--- src/rtl/cpu_types_pkg.sv ---
// rtl/cpu_types_pkg.sv - shared CPU types: machine word, fetch state encoding, PC helpers
package cpu_types_pkg;

   typedef logic [31:0] word_t;

   typedef enum logic [1:0] {
      FETCH  = 2'd0,
      HOLD   = 2'd1,
      HALTED = 2'd2
   } fetch_state_t;

   // Instruction addresses are word aligned; the low two bits are always zero.
   localparam word_t WORD_ALIGN_MASK = 32'hFFFF_FFFC;

   // Sequential successor of a PC; wraps modulo 2^32.
   function automatic word_t next_pc(input word_t pc);
      return pc + 32'd4;
   endfunction

endpackage

--- src/rtl/if_id_reg.sv ---
// rtl/if_id_reg.sv - IF/ID pipeline register with load and synchronous clear
//   clk, rst     : clock, synchronous active-high reset (zeroes everything)
//   load         : capture instr/npc and mark the entry live
//   clear        : kill the entry (valid <= 0); wins over load
//   instr, npc   : incoming instruction word and its PC+4
//   valid        : entry holds a live instruction
//   q_instr      : registered instruction word
//   q_npc        : registered PC+4
module if_id_reg
   import cpu_types_pkg::*;
(
   input  logic  clk,
   input  logic  rst,
   input  logic  load,
   input  logic  clear,
   input  word_t instr,
   input  word_t npc,
   output logic  valid,
   output word_t q_instr,
   output word_t q_npc
);

   always_ff @(posedge clk) begin
      if (rst) begin
         valid   <= 1'b0;
         q_instr <= '0;
         q_npc   <= '0;
      end else if (clear) begin
         valid <= 1'b0;
      end else if (load) begin
         valid   <= 1'b1;
         q_instr <= instr;
         q_npc   <= npc;
      end
   end

endmodule

--- src/rtl/fetch_stage.sv ---
// rtl/fetch_stage.sv - instruction fetch: PC, icache handshake, one-entry hold buffer, IF/ID
//   CLK, RST              : clock, synchronous active-high reset
//   ihit, iload           : icache data valid / instruction word
//   iREN, iaddr           : icache read enable / address (always the PC)
//   stall, flush          : hold IF/ID / kill the resident IF/ID entry
//   redirect, redirect_pc : load PC from a branch/jump target
//   halt                  : control unit decoded HALT from ifid_instr
//   ifid_valid/instr/npc  : IF/ID register outputs
module fetch_stage
   import cpu_types_pkg::*;
#(
   parameter word_t PC_INIT = 32'h0000_0000
)(
   input  logic  CLK,
   input  logic  RST,
   input  logic  ihit,
   input  word_t iload,
   output logic  iREN,
   output word_t iaddr,
   input  logic  stall,
   input  logic  flush,
   input  logic  redirect,
   input  word_t redirect_pc,
   input  logic  halt,
   output logic  ifid_valid,
   output word_t ifid_instr,
   output word_t ifid_npc
);

   fetch_state_t state, state_n;
   word_t        pc, pc_n, pc_plus4;
   word_t        hold_buf, hold_buf_n;
   word_t        ifid_src;
   logic         ifid_load, ifid_clear;

   assign pc_plus4 = next_pc(pc);
   assign iaddr    = pc;
   assign iREN     = (state == FETCH) && !RST;

   always_ff @(posedge CLK) begin
      if (RST) begin
         state    <= FETCH;
         pc       <= PC_INIT;
         hold_buf <= '0;
      end else begin
         state    <= state_n;
         pc       <= pc_n;
         hold_buf <= hold_buf_n;
      end
   end

   always_comb begin
      state_n    = state;
      pc_n       = pc;
      hold_buf_n = hold_buf;
      ifid_load  = 1'b0;
      ifid_clear = 1'b0;
      ifid_src   = iload;
      case (state)
         FETCH: begin
            if (redirect) begin
               pc_n       = redirect_pc & WORD_ALIGN_MASK;
               hold_buf_n = '0;
               ifid_clear = 1'b1;
            end else if (flush) begin
               // Flush replaces the resident entry even when stalled.
               if (ihit) begin
                  ifid_load = 1'b1;
                  pc_n      = pc_plus4;
               end else begin
                  ifid_clear = 1'b1;
               end
            end else if (halt) begin
               state_n    = HALTED;
               ifid_clear = 1'b1;
            end else if (stall) begin
               // Park the returned word so it is not fetched a second time.
               if (ihit) begin
                  hold_buf_n = iload;
                  state_n    = HOLD;
               end
            end else if (ihit) begin
               ifid_load = 1'b1;
               pc_n      = pc_plus4;
            end else begin
               ifid_clear = 1'b1;
            end
         end
         HOLD: begin
            ifid_src = hold_buf;
            if (redirect) begin
               pc_n       = redirect_pc & WORD_ALIGN_MASK;
               hold_buf_n = '0;
               ifid_clear = 1'b1;
               state_n    = FETCH;
            end else if (flush) begin
               // The buffered word is younger than the flushed entry and survives.
               if (stall) begin
                  ifid_clear = 1'b1;
               end else begin
                  ifid_load = 1'b1;
                  pc_n      = pc_plus4;
                  state_n   = FETCH;
               end
            end else if (halt) begin
               state_n    = HALTED;
               ifid_clear = 1'b1;
            end else if (!stall) begin
               ifid_load = 1'b1;
               pc_n      = pc_plus4;
               state_n   = FETCH;
            end
         end
         HALTED: begin
         end
         default: begin
            state_n = FETCH;
         end
      endcase
   end

   if_id_reg u_if_id_reg (
      .clk     (CLK),
      .rst     (RST),
      .load    (ifid_load),
      .clear   (ifid_clear),
      .instr   (ifid_src),
      .npc     (pc_plus4),
      .valid   (ifid_valid),
      .q_instr (ifid_instr),
      .q_npc   (ifid_npc)
   );

endmodule

--- config.mk ---
export PLATFORM = sky130hd
export DESIGN_NAME = fetch_stage
export DESIGN_NICKNAME = d
export VERILOG_FILES = /design/src/rtl/cpu_types_pkg.sv /design/src/rtl/if_id_reg.sv /design/src/rtl/fetch_stage.sv
export SDC_FILE = /design/constraint.sdc
export NUM_CORES = 1
export LEC_CHECK = 0
export ABC_CLOCK_PERIOD_IN_PS = 1900
export BUFFER_PORTS_ARGS = -buffer_cell sky130_fd_sc_hd__buf_2
export CAP_MARGIN = 15
export CORE_ASPECT_RATIO = 0.6
export CORE_MARGIN = 2
export CORE_UTILIZATION = 47
export DETAILED_ROUTE_END_ITERATION = 6
export PLACE_DENSITY = 0.76
export SKIP_CTS_REPAIR_TIMING = 1
export SYNTH_ARGS = -nofsm -noshare
export SYNTH_HDL_FRONTEND = slang
export SYNTH_SLANG_ARGS = --single-unit
--- constraint.sdc ---
create_clock -name CLK -period 1.9 [get_ports CLK]
set_input_delay 0.57 -clock CLK [delete_from_list [all_inputs] [get_ports CLK]]
set_output_delay 0.57 -clock CLK [all_outputs]
set_load 0.1 [all_outputs]
Word level (Yosys, flattened, before mapping)
Index checks and enable logic that the tools add are counted.
- bits in registers: 131
- input bits: 71
- output and inout port bits: 98
- add/sub/neg operators: 1
- equal/unequal tests: 14
- mux-type cells: 48
- bitwise operators: 2
- reduce and logical (&&, ||, !) cells: 9
- operator list (operator ; count):
    32-bit 2-to-1 mux ; 16
    32-bit case mux with 2 select lines ; 2
    32-bit by 3-bit adder with 32-bit output, second input constant ; 1
    1-bit 2-to-1 mux ; 18
    2-bit 2-to-1 mux ; 9
    3-bit != test, second input constant ; 6
    4-bit != test, second input constant ; 3
    2-bit != test, second input constant ; 3
    2-bit case mux with 3 select lines ; 1
    6-bit AND reduction ; 1
    5-bit AND reduction ; 1
    1-bit case mux with 2 select lines ; 2
    4-bit AND reduction ; 1
    2-bit by 1-bit equality test with 1-bit output, second input constant ; 1
    2-bit equality test, second input constant ; 1
    2-bit logical NOT ; 1
    1-bit inverter ; 2
    2-bit AND reduction ; 1
    2-bit nonzero test ; 1
    2-bit OR reduction ; 1
    1-bit logical AND ; 1
    1-bit logical NOT ; 1

Depth between registers and ports, before layout
- depth after elaboration: 8
- mapped depth: 8
- gate-level depth less buffers: 6

Modules after synthesis
From an unflattened synthesis, not the netlist that was laid out.
- cell total of the unflattened synthesis: 824
- area total of the unflattened synthesis: 7243.2 um^2
- by module, submodules not included (module ; instances ; cells each ; area an instance (um^2)):
    fetch_stage ; 1 ; 529 ; 4048.9
    if_id_reg ; 1 ; 295 ; 3194.3

Worst setup path after synthesis
No wires, ideal clock.
- kind: input -> output
- from: input port RST
- to: output port iREN
- arrival: 2.952 ns
- setup slack: -1.622 ns
- stages on the path: 3
- cell sequence: clkbuf_1 > buf_2 > nor3_1
- word-level cells in the longest chain between the ends: 2
- ends and longest elaborated chain (what ; RTL line ; text):
    start: declaration ; fetch_stage.sv:15 ; input logic RST,
    1-bit logical NOT ; fetch_stage.sv:38 ; assign iREN = (state == FETCH) && !RST;
    1-bit logical AND ; fetch_stage.sv:38 ;
    end: declaration ; fetch_stage.sv:18 ; output logic iREN,
Every way passes these cells.

Worst setup path in the final report
- from: register pc[25] (netlist: iaddr[25])
- to: register pc[31] (netlist: iaddr[31])
- word-level cells in the longest chain between the ends: 7
- elaborated cells between the ends (all ways): 11
- classes of those cells: add/sub (1); mux (10)
- ends and longest elaborated chain (what ; RTL line ; text):
    start: declaration ; fetch_stage.sv:31 ; word_t pc, pc_n, pc_plus4;
    start signal: assignment ; fetch_stage.sv:47 ; pc <= pc_n;
    32-bit by 3-bit adder with 32-bit output * ; cpu_types_pkg.sv:17 ; return pc + 32'd4;
    32-bit 2-to-1 mux ; fetch_stage.sv:67, fetch_stage.sv:82 ;
    32-bit 2-to-1 mux ; fetch_stage.sv:76 ; end else if (stall) begin
    32-bit 2-to-1 mux ; fetch_stage.sv:73 ; end else if (halt) begin
    32-bit 2-to-1 mux ; fetch_stage.sv:65 ; end else if (flush) begin
    32-bit 2-to-1 mux ; fetch_stage.sv:61 ; if (redirect) begin
    32-bit case mux with 2 select lines * ; fetch_stage.sv:59 ; case (state)
Every way passes the cells marked *; elsewhere a longest branch is shown, timed or not. The select of a mux whose other input is x is not followed.
A chain may end at the register's enable or synchronous reset.

==> results.md <==
Logic synthesis:
- The number of unique standard cell types used by synthesis is 54.
- The synthesized instance count is 770.
- The share of flip-flops with an asynchronous set or reset after synthesis is 0%.
- Summing the sequential cell areas from Yosys gives 42.40% of the chip area.
- The number of flip-flops and latches in the synthesized netlist is 127.
- The number of warnings reported in the yosys synthesis log is 0.
- A synthesized cell averages 7.788 µm².
- The number of enable-type register cells in the synthesized netlist is 0.
- The main flop type after synthesis is dfxtp_1.
- The cell area that synthesis handed to floorplanning was 5997 µm².

Final layout:
- Leaving out fill and tap cells, the most frequent cell in the layout is buf_2.
- The number of antenna diodes is 0.
- The signed area change from the synthesized netlist to the final layout is 36.55%.
- Leaving out fill and tap cells, the most frequent cells in the layout are 155 x buf_2, 137 x nand2_1, 98 x dfxtp_1.
- The layout net count is 1,024.
- The share of layout cells above drive strength 1 is 32.64%.

Critical path:
- At the worst endpoint, the required time is 2.23 ns.
- At the worst endpoint, the arrival time is 2.31 ns.
- The type of element capturing the critical path is a register.
- The setup path with the least slack is of type register to register.
- The worst setup path is launched from a register.
- Along the worst path, the maximum fanout reaches 8.

Global routing:
- In the global route stage, met2 resource usage came out at 36.76%.
- The number of antenna violations at the first check in global routing came to 0.
- The peak-usage layer in the global routing report is met1.
- The global-route wire length before repair is 29,050 µm.
- The number of global-route vias before repair is 5,648.
- Entering global routing, the biggest net connects 101 pins.
- For met3 alone, demand over resource in global routing was 5.327%.
- The global routing met1 resource utilization is 40.56%.
- Global routing finished with a remaining overflow of 0.
- The combined global-route utilization of all metal layers is 26.38%.

Power and ir drop:
- The post-route total power is 8.149 mW.
- The total leakage power is 3.412 nW.
- In this run the power density over the cells is 995.1 nW/µm².
- VDD sags by at most 0.0006516 V.

Detailed routing:
- The detailed-route wire length is 18,240 µm.
- Once detail routing completed, the nets flagged for antenna violations numbered 0.
- The DRC violation count after routing is 0.
- The first detailed-routing pass took 6 iterations.
- The routed layout has 6,356 vias.
- The vias per cell is 5.625.
- Dividing the detail-routed wire length by the instance count gives 16.14 µm.
- The violation count after the first detailed-route iteration is 583.

Timing:
- Setup repair after global routing could not meet its margin everywhere.
- The final critical path takes up 104.5% of the cycle.
- For the pin with the worst max-slew slack, the measured transition is 0.5370 ns.
- The max-slew headroom at the worst pin is 64.44%.
- The number of max-slew violations in the final report was 0.
- On the final layout, the worst clock skew is 0.008581 ns.
- The slack of the critical path is -0.08613 ns.
- The worst path in the final design needs a cycle of 1.986 ns, including I/O delays and setup.
- The count of final hold-check violations is 0.
- Based on the critical path, the design can be clocked at up to 503.5 MHz.
- Setup violations remaining at the end of the flow were counted as 1.
- Across all hold checks on the routed design, the worst slack comes to 0.4257 ns.

Placed design:
- In this run the tool buffered the top-level ports with 162 buffer cells.
- Detailed placement ended at an HPWL of 12,360 µm.
- The final weighted congestion of routability-driven global placement is 0.9563.

Die:
- From left edge to right edge, the die measures 149.8 µm.
- The floorplan core area is 12,260 µm².
- The floorplan step set the die height to 91.50 µm.
- The initial utilization of the core area, before any placement, comes to 48.93%.
- The total I/O pin count is 169.
- The die covers 13,710 µm².
- The initialized floorplan defines 31 standard-cell rows.

CTS:
- At the later pin of the worst-skew pair, clock insertion delay measures 0.41 ns.
- CTS built an H-tree with a depth of 4.
- The register clock-pin slew on the reported worst setup and hold paths is 0.06 ns.
- TritonCTS built the clock tree.
- CTS placed an instance of clkbuf_16 at the clock tree root.
- The total CTS buffers is 17.
- For this design, the sink count on the clock tree is 127.
- The maximum count of clock buffers along a single path is 2.

Flow run:
- Across the run, the number of max-cap violations was 0.

Outcome:
- The flow ran to the end, but the final reports show violations.
- The final reports fail on negative setup slack.

Hold path:
- The path category of the worst min-delay check is input port to register.
==> cells by family after synthesis <==
group	after synthesis	synth area share [%]
simple gates	329	25.25
other cells	1	0.06253
mux	3	0.5008
xor+xnor	27	3.943
flops	127	42.40
buf+inv	77	5.550
compound gates	205	22.10
fa+ha+maj	1	0.2086
==> critical path, cell delays in order, from the launching register on <==
cell and delay, ns:
dfxtp_2 0.44, nand4_1 0.15, nor3_1 0.45, nand4_1 0.27, or3_1 0.43, a31oi_1 0.17
==> cell type report <==
| class | instances | area, µm² |
|---|---|---|
| Timing Repair Buffer | 231 | 1496 |
| Multi-Input combinational cell | 569 | 3266 |
| Sequential cell | 127 | 2621 |
| Tap cell | 165 | 206.4 |
| Fill cell | 1057 | 4068 |
| Clock buffer | 20 | 467.9 |
| Clock inverter | 12 | 108.9 |
| Inverter | 6 | 22.52 |
==> worst paths after layout <==
path         depth (start not counted)           to  slack (ns)         from
max reg2reg                          5    iaddr[31]       -0.09    iaddr[25]
min                                  3  hold_buf[5]        0.43     iload[5]
min reg2reg                          2  hold_buf[6]        0.45  hold_buf[6]
max                                  5    iaddr[31]       -0.09    iaddr[25]
==> registers in the layout, summed over array words and instances, names as in the netlist <==
| name | flops |
|---|---|
| hold_buf | 32 |
| u_if_id_reg.q_instr | 32 |
| iaddr | 30 |
| u_if_id_reg.q_npc | 30 |
| state | 2 |
| u_if_id_reg.valid | 1 |
==> per-layer routing <==
layer	part of all wire, %	up-vias	routed length, µm
met2	42	285	7669
li1	-	3116	-
met1	48	2938	8766
met3	8.6	17	1569
met4	1.3	0	231
met5	0	-	0
==> where the power goes <==
part / internal (mW) / leakage [nW] / switching, mW
clock network: 1.91 / 0.278 / 1.26
logic: 0.473 / 2.08 / 1.52
registers: 2.83 / 1.06 / 0.156
==> through the flow <==
| stage | TNS, ns | instance area, µm² | util, % | std cells | worst slack [ns] |
|---|---|---|---|---|---|
| 3_5_place_dp | -11.85 | 7492 | 61.13 | 1093 | -0.2384 |
| 5_1_grt | -0.2118 | 8189 | 66.81 | 1130 | -0.06957 |
| 2_1_floorplan | -0.4485 | 6215 | - | 773 | -0.2865 |
| 3_3_place_gp | -11.47 | 7492 | 61.13 | 1093 | -0.2249 |
| 4_1_cts | -0.2315 | 8069 | 65.83 | 1125 | -0.06406 |
| 6_report | -0.08613 | 8189 | 66.81 | 1130 | -0.08613 |
==> Yosys cell counts (all sizes together), types with 13 or more instances <==
cell / number / area (µm²)
dfxtp: 127 / 2542
clkbuf: 46 / 172.7
nor2: 73 / 274.0
nand2: 138 / 518.0
nand3: 54 / 275.3
nand4: 13 / 87.58
o21ai: 40 / 200.2
a21oi: 73 / 365.4
buf: 25 / 137.6
a311oi: 34 / 297.8
xor2: 15 / 131.4
(Power assumes the default switching activity.)
